==> config.mk <==
export PLATFORM = sky130hd
export DESIGN_NAME = bubble_exec_sequencer
export DESIGN_NICKNAME = d
export VERILOG_FILES = /design/src/rtl/bubble_exec_sequencer.sv
export SDC_FILE = /design/constraint.sdc
export NUM_CORES = 1
export LEC_CHECK = 0
export ABC_AREA = 1
export CORE_MARGIN = 1
export CORE_UTILIZATION = 39
export DETAILED_ROUTE_END_ITERATION = 8
export PLACE_DENSITY = 0.89
export SKIP_CTS_REPAIR_TIMING = 1
export SKIP_LAST_GASP = 1
export SLEW_MARGIN = 20
export SYNTH_ARGS = -nofsm -noshare
export SYNTH_HDL_FRONTEND = slang
export SYNTH_SLANG_ARGS = --single-unit
==> constraint.sdc <==
create_clock -name clk -period 6.4 [get_ports clk]
set_clock_uncertainty 0.2 [all_clocks]
set_input_delay 0.64 -clock clk [delete_from_list [all_inputs] [get_ports clk]]
set_output_delay 0.64 -clock clk [all_outputs]
set_load 0.01 [all_outputs]
==> src/rtl/bubble_exec_sequencer.sv <==
// bubble_exec_sequencer
//   Multi-cycle control sequencer in front of a combinational ALU. Each
//   instruction walks FETCH -> DECODE -> EXECUTE -> WRITEBACK (4 cycles
//   minimum, plus one cycle per instruction-memory wait state). The
//   sequencer stops in HALT when it decodes HALT_OPCODE.
//
// Ports
//   clk, rst            : rising-edge clock, asynchronous active-high reset
//   run                 : level enable, sampled in IDLE and at end of WRITEBACK
//   imem_req/addr       : fetch request and word address (= pc)
//   imem_ack/rdata      : fetch completion and instruction word
//   rf_rs/rt_addr/data  : two combinational register-file read ports
//   alu_*  (outputs)    : instruction fields, operands and pc for the ALU
//   alu_dest/pc_new     : ALU result and next-pc
//   rf_we/wr_addr/data  : register-file write port (one-cycle pulse)
//   busy/halted/retired : status and completed-instruction count
module bubble_exec_sequencer #(
    parameter logic [15:0] RESET_PC    = 16'd0,
    parameter logic [5:0]  HALT_OPCODE = 6'd63
) (
    input  logic        clk,
    input  logic        rst,
    input  logic        run,
    output logic        imem_req,
    output logic [15:0] imem_addr,
    input  logic        imem_ack,
    input  logic [31:0] imem_rdata,
    output logic [4:0]  rf_rs_addr,
    output logic [4:0]  rf_rt_addr,
    input  logic [31:0] rf_rs_data,
    input  logic [31:0] rf_rt_data,
    output logic [5:0]  alu_opcode,
    output logic [4:0]  alu_funct,
    output logic [4:0]  alu_shamt,
    output logic [31:0] alu_s1,
    output logic [31:0] alu_s2,
    output logic [15:0] alu_pc,
    output logic [15:0] alu_const,
    output logic [25:0] alu_jump_addr,
    input  logic [31:0] alu_dest,
    input  logic [15:0] alu_pc_new,
    output logic        rf_we,
    output logic [4:0]  rf_wr_addr,
    output logic [31:0] rf_wr_data,
    output logic        busy,
    output logic        halted,
    output logic [31:0] retired
);

    typedef enum logic [2:0] {
        S_IDLE, S_FETCH, S_DECODE, S_EXECUTE, S_WRITEBACK, S_HALT
    } state_t;

    state_t      state, state_next;
    logic [31:0] ir;
    logic [15:0] pc;
    logic [31:0] dest_q;
    logic [15:0] pc_new_q;
    logic [5:0]  opcode;
    logic        writes_reg;
    logic        takes_branch;
    logic [4:0]  wr_sel;

    // Instruction fields come straight from IR so the ALU sees them stable
    // from DECODE through WRITEBACK.
    assign opcode        = ir[31:26];
    assign alu_opcode    = opcode;
    assign alu_funct     = ir[4:0];
    assign alu_shamt     = ir[10:6];
    assign alu_const     = ir[15:0];
    assign alu_jump_addr = ir[25:0];
    assign alu_pc        = pc;
    assign imem_addr     = pc;
    assign rf_rs_addr    = ir[25:21];
    assign rf_rt_addr    = ir[20:16];

    // R-type writes rd, I-type ALU ops (1..6) write rt, branches/jumps
    // (7..15) redirect the pc.
    always_comb begin
        writes_reg   = (opcode <= 6'd6);
        takes_branch = (opcode >= 6'd7) && (opcode <= 6'd15);
        wr_sel       = (opcode == 6'd0) ? ir[15:11] : ir[20:16];
    end

    assign rf_wr_addr = wr_sel;
    assign rf_wr_data = dest_q;
    // r0 is hard-wired zero, so writes to it never reach the register file.
    assign rf_we      = (state == S_WRITEBACK) && writes_reg && (wr_sel != 5'd0);
    assign imem_req   = (state == S_FETCH);
    assign busy       = (state != S_IDLE) && (state != S_HALT);
    assign halted     = (state == S_HALT);

    always_ff @(posedge clk or posedge rst) begin
        if (rst) state <= S_IDLE;
        else     state <= state_next;
    end

    always_comb begin
        state_next = state;
        case (state)
            S_IDLE:      if (run) state_next = S_FETCH;
            S_FETCH:     if (imem_ack) state_next = S_DECODE;
            S_DECODE:    state_next = (opcode == HALT_OPCODE) ? S_HALT : S_EXECUTE;
            S_EXECUTE:   state_next = S_WRITEBACK;
            S_WRITEBACK: state_next = run ? S_FETCH : S_IDLE;
            S_HALT:      state_next = S_HALT;
            default:     state_next = S_IDLE;
        endcase
    end

    always_ff @(posedge clk or posedge rst) begin
        if (rst) begin
            ir       <= '0;
            pc       <= RESET_PC;
            alu_s1   <= '0;
            alu_s2   <= '0;
            dest_q   <= '0;
            pc_new_q <= '0;
            retired  <= '0;
        end else begin
            case (state)
                S_FETCH: if (imem_ack) ir <= imem_rdata;
                S_DECODE: begin
                    alu_s1 <= rf_rs_data;
                    alu_s2 <= rf_rt_data;
                end
                S_EXECUTE: begin
                    dest_q   <= alu_dest;
                    pc_new_q <= alu_pc_new;
                end
                S_WRITEBACK: begin
                    // 16-bit pc and 32-bit counter wrap naturally.
                    pc      <= takes_branch ? pc_new_q : pc + 16'd1;
                    retired <= retired + 32'd1;
                end
                default: ;
            endcase
        end
    end

endmodule

==> results.md, run 1 <==
- Worst-path clk slew: 0.07 ns
- Worst hold path class: reg -> reg
- First-pass iteration count of the detailed router: 5
- Syn Inst Count: 968
- CP Capture Type: output pin
- Drt initial violations: 372
- Crit path kind: reg -> out
- Placer congestion estimate: 0.866
- Setup violators final: 0
- Initial Util: 0.397
- Drt drc: 0
- Post-Syn Area per Cell: 9.30 sq um
- Cell area power density: 464 mW/mm^2
- Die Wd: 154 um
- Critical Path Source Type: register
- Final WL: between 20000 and 30000 um
- Clock Path Buffers: 2
- Most frequent cells in the layout: 384 x clkdlybuf4s50_1, 338 x nand2_1, 195 x dfrtp_1
- Number of synthesized flops with an enable pin: 0
- CTS root buf: clkbuf_16
- Final net count: 1443
- Vias: slightly below 8000
- Status: complete, no violations
- Library cells used by synthesis: 36
- Crit. Startpoint: ir[26]
- Fmax: 0.304 GHz
- Depth of the worst hold-timing path: 2
- Vias in the first global route: between 7000 and 8000
- WL/cell: 16.5 um
- Number of synthesized register bits: 195
- Max-capacitance violation count: 0
- Non-Filler Instances: around 1600
- Detail Placement HPWL: 19300 um
- Period utilisation layout: 0.515
- Post-DRT Antenna Nets: 0
- Worst r2r path cells: 6
- LEAKAGE: 6.11 nW
- Num CTS Buffers: 17
- Die height: 154 um
- Most common cell after layout, fill and taps aside: clkdlybuf4s50_1
- HP Start: alu_s1[15]
- Core area: roughly 0.023 sq mm
- Area delta synth->final: 47.5%
- Final hold slack: 0.281 ns
- Largest net degree at the start of global routing: 80
- Initial antenna violation count: 2
- H-tree depth: 4
- Global-route wire length before repair: just over 40000 um
- Peak VDD IR: 270 uV
- Crit path max fanout: 7
- RSZ-0062 raised after global routing: false
- Syn nets: 1118
- Total GRT Usage: 0.222
- Synth warn: 0
- Clock latency on the worst-skew pair: 0.43 ns
- Share of cells above drive strength 1: 0.0980
- Die ar.: 0.0237 sq mm
- Synth async-reset ratio: 1.00
- TritonCTS clock tree: yes
- Worst-Margin Slew: 0.911 ns
- Rows: between 50 and 60
- Post-Syn Area: 0.00900 sq mm
- WP data arrival: between 2 and 2.5 ns
- FF-to-FF Start: state[2]
- Slew margin rel.: 0.391
- Post-Place Cells: 1559
- GR Overflow Total: 0
- Fin. Hold Viols: 0
- Sequential fraction of the synthesis area: 0.542
- TNS Setup: 0 ns
- IO buf count: 384
- Fillers: 1809
- Vias per inst: between 4 and 5
- Boundary pin count: 385
- Ys flop type: dfrtp_1
- Fin. max-slew vios: 0
- Post-layout min period: 3.29 ns
- WP data required: 5.56 ns
- Clk sinks: 195
cells in the mapped netlist (14+ instances only):
cell type / count / share of area
mux2_2: 41 / 0.051
buf_2: 15 / 0.0083
nor2_1: 66 / 0.028
buf_4: 53 / 0.044
a21oi_1: 24 / 0.013
dfrtp_1: 195 / 0.54
o21ai_0: 14 / 0.0078
nand2_1: 340 / 0.14
mux2_4: 19 / 0.032
nand4_1: 14 / 0.0097
inv_1: 60 / 0.025
nand3_1: 37 / 0.021
layer usage:
| metal | GRT usage | vias to the layer above | wire (um) |
|---|---|---|---|
| met5 | 0 | - | 17 |
| met4 | 0.103 | 2 | 960 |
| met3 | 0.0564 | 59 | 1600 |
| met2 | 0.380 | 304 | 13200 |
| met1 | 0.261 | 3734 | 10400 |
| li1 | - | 3664 | - |
power breakdown:
part	internal [W]	switching, W
sequential	0.00175	0.000422
combinational	0.00163	0.00130
clock	0.000530	0.000529
cells by family after synthesis:
group / after synthesis / synth area share
AOI/OAI and AO/OA: 53 / 0.0345
xor gates and xnor gates: 23 / 0.0224
adders and majority gates: 2 / 0.00278
buffers and inverters: 145 / 0.0872
DFF: 195 / 0.542
muxes: 60 / 0.0830
and+or+nand+nor: 490 / 0.228
final cells by class:
class / instances / area [sq um] / share of cell area
Multi-Input combinational cell: 628 / 3340 / 0.252
Clock inverter: 14 / 133 / 0.00999
Antenna cell: 1 / 2.50 / 0.000188
Sequential cell: 195 / 4880 / 0.368
Tap cell: 285 / 357 / 0.0269
Clock buffer: 18 / 439 / 0.0331
Timing Repair Buffer: 390 / 3890 / 0.293
Inverter: 61 / 238 / 0.0179
through the flow:
step                      instance area (sq um)   util  worst slack [ns]  total power [W]
final                                     13300  0.586              3.11          0.00616
after global routing                      13300  0.586              2.90          0.00652
after CTS                                 13300  0.586              3.13          0.00620
after detailed placement                  12700  0.561              3.60          0.00512
after global placement                    12700  0.561              3.71          0.00501
after floorplan                            9000      -             0.248          0.00363
worst max-delay path, cell delays in order (launching register included):
cell and delay (ns):
dfrtp_1 0.42, nor2_1 0.26, nand3_1 0.27, o21ai_0 0.30
nand2_1 0.10, nor2_1 0.14, nor2_1 0.06, clkdlybuf4s50_1 0.47
path summary, 6_finish.rpt:
path | end | slack [ns]
worst max-delay path | rf_we | 3.11
worst min-delay path | alu_s1[15] | 0.28
worst max register to register | alu_s1[1] | 3.49
worst min register to register | alu_s1[15] | 0.28
max in group asynchronous | pc_new_q[7] | 4.25
min in group asynchronous | ir[7] | 0.47
flip-flops by register name, indices dropped and copies added, names as in the netlist:
name,cells
pc_new_q,16
ir,32
rf_wr_data,32
alu_s2,32
alu_s1,32
state,3
alu_pc,16
retired,32
No activity file was read; power rests on OpenSTA's default activity.
==> run 2: changes to the inputs <==
--- a/config.mk
+++ b/config.mk
@@ -7,9 +7,9 @@
 export LEC_CHECK = 0
 export ABC_AREA = 1
 export CORE_MARGIN = 1
-export CORE_UTILIZATION = 39
+export CORE_UTILIZATION = 40
 export DETAILED_ROUTE_END_ITERATION = 8
-export PLACE_DENSITY = 0.89
+export PLACE_DENSITY = 0.87
 export SKIP_CTS_REPAIR_TIMING = 1
 export SKIP_LAST_GASP = 1
 export SLEW_MARGIN = 20
==> constraint.sdc (replaced) <==
create_clock -name clk -period 3.4 [get_ports clk]
set_clock_uncertainty 0.2 [all_clocks]
set_input_delay 0.34 -clock clk [delete_from_list [all_inputs] [get_ports clk]]
set_output_delay 0.34 -clock clk [all_outputs]
set_load 0.01 [all_outputs]
==> results.md, run 2 (synthesized netlist as in run 1, its figures left out) <==
- Vias per inst: 4.82 (was 4.88)
- CP max stage cell: clkdlybuf4s50_1 (unchanged)
- Area delta synth->final: 48.5% (was 47.5%)
- Total GRT Usage: 0.222 (about the same)
- Final net count: 1446 (was 1443)
- Critical Path Max Stage Delay: 0.47 ns (about the same)
- Worst-path clk slew: 0.07 ns (about the same)
- Worst-Margin Slew: 1.06 ns (was 0.911 ns)
- Setup violators final: 0 (unchanged)
- Critical path buffers and inverters: 1 (unchanged)
- Cell area power density: 874 mW/mm^2 (was 464 mW/mm^2)
- Drt drc: 27 (was 0)
- Num CTS Buffers: 17 (unchanged)
- GR Overflow Total: 0 (unchanged)
- Post-layout min period: roughly 2.9 ns
- Share of cells above drive strength 1: 0.100 (was 0.0980)
- Die height: 152 um (was 154 um)
- Critical Path Source Type: register (unchanged)
- Diode count: 0 (was 1)
- WL/cell: 15.8 um (was 16.5 um)
- Period utilisation layout: 0.850
- WP data arrival: 2.35 ns (was 2.45 ns)
- H-tree depth: 4 (unchanged)
- Fin. max-slew vios: 0 (unchanged)
- Peak VDD IR: 599 uV (was 270 uV)
- LEAKAGE: 6.15 nW (was 6.11 nW)
- Violated checks: design-rule violations
- Worst hold path class: in -> async (was reg -> reg)
- Status: complete, but fails checks (was complete, no violations)
- Crit path max fanout: 7 (unchanged)
- Placer congestion estimate: 0.854 (was 0.866)
- Fmax: 0.346 GHz
- Initial Util: 0.410 (was 0.397)
- Pwr Total: 0.0117 W (was 0.00616 W)
- Die Wd: 152 um (was 154 um)
- TNS Setup: 0 ns (unchanged)
- Final core occ: 0.608 (was 0.586)
- Most frequent CP cell: nor2_1 (unchanged)
- RSZ-0062 raised after global routing: false (unchanged)
- WP data required: 2.86 ns (was 5.56 ns)
- Fin. Hold Viols: 0 (unchanged)
- Worst path top cell family by delay: simple AND/OR/NAND/NOR gates (unchanged)
- Non-Filler Instances: 1589 (was 1592)
- Crit path cell chain: nor2_1, nand3_1, o21ai_0, nand2_1, nor2_1, nor2_1, clkdlybuf4s50_1 (unchanged)
- CTS root buf: clkbuf_16 (unchanged)
- Post-DRT Antenna Nets: 0 (unchanged)
- Clock latency on the worst-skew pair: 0.42 ns (was 0.43 ns)
- Core area: 0.0220 sq mm (was 0.0226 sq mm)
- Final WL: 25100 um (was 26200 um)
- Vias in the first global route: 7796 (was 7918)
- TritonCTS clock tree: yes (unchanged)
- Slew margin rel.: 0.295 (was 0.391)
- First-pass iteration count of the detailed router: 7 (was 5)
- Detail Placement HPWL: 18600 um (was 19300 um)
- IO buf count: 384 (unchanged)
- Post-Place Cells: 1557 (was 1559)
- Clock Path Buffers: 2 (unchanged)
- Vias: 7656 (was 7763)
- Rows: 54 (was 55)
- Global-route wire length before repair: 40800 um (was 41300 um)
- Most common cell after layout, fill and taps aside: clkdlybuf4s50_1 (unchanged)
- Clk sinks: 195 (unchanged)
- CP Capture Type: output pin (unchanged)
- Most frequent cells in the layout: 384 x clkdlybuf4s50_1, 338 x nand2_1, 195 x dfrtp_1 (unchanged)
- Max-capacitance violation count: 0 (unchanged)
- Drt initial violations: 419 (was 372)
- Die ar.: 0.0231 sq mm (was 0.0237 sq mm)
- Largest net degree at the start of global routing: 78 (was 80)
- Initial antenna violation count: 0 (was 2)
- Boundary pin count: 385 (unchanged)
- Crit path kind: reg -> out (unchanged)
- Final hold slack: 0.120 ns (was 0.281 ns)
## run 2: cell count changes in the layout (fill, tap and decap cells not counted), sizes merged
cell / before / now
bufinv: 0 / 2
buf: 6 / 9
inv: 69 / 68
diode: 1 / 0
clkbuf: 18 / 17
## run 2: layer usage
layer	vias to the layer above	GRT usage	part of all wire
met1	3678	0.258	0.39
li1	3662	-	-
met5	-	0	0
met4	0	0.0758	0.020
met3	32	0.0550	0.070
met2	284	0.397	0.52
## run 2: final timing paths
path                                from  cells past startpoint  slack, ns          end
min                                  rst                      2       0.12       ir[23]
max in group asynchronous            rst                      3       2.06  retired[15]
min reg2reg                   alu_s1[24]                      2       0.28   alu_s1[24]
min in group clk           rf_rt_data[1]                      3       0.24    alu_s2[1]
max                               ir[26]                      7       0.51        rf_we
max reg2reg                     state[2]                      5       1.24   alu_s1[16]
## run 2: area by class of cell
class	instances	area, sq um
clock inverter	15	191
tap	280	350
sequential	195	4880
timing repair buffer	393	3940
multi-input combinational	628	3340
clock buffer	17	425
inverter	61	233
fill	1774	8600
## run 2: stage by stage
stage	setup slack, ns	instance area, sq um
finish	0.509	13400
global route	0.323	13400
CTS	0.509	13400
detailed placement	0.974	12700
global placement	1.05	12700
floorplan	0.342	9000
## run 2: power by group
| part | switching [W] | leakage [nW] | internal (W) |
|---|---|---|---|
| Clock | 0.000978 | 0.301 | 0.00113 |
| Sequential | 0.000769 | 2.39 | 0.00329 |
| Combinational | 0.00243 | 3.46 | 0.00309 |
| Total | 0.00417 | 6.15 | 0.00751 |
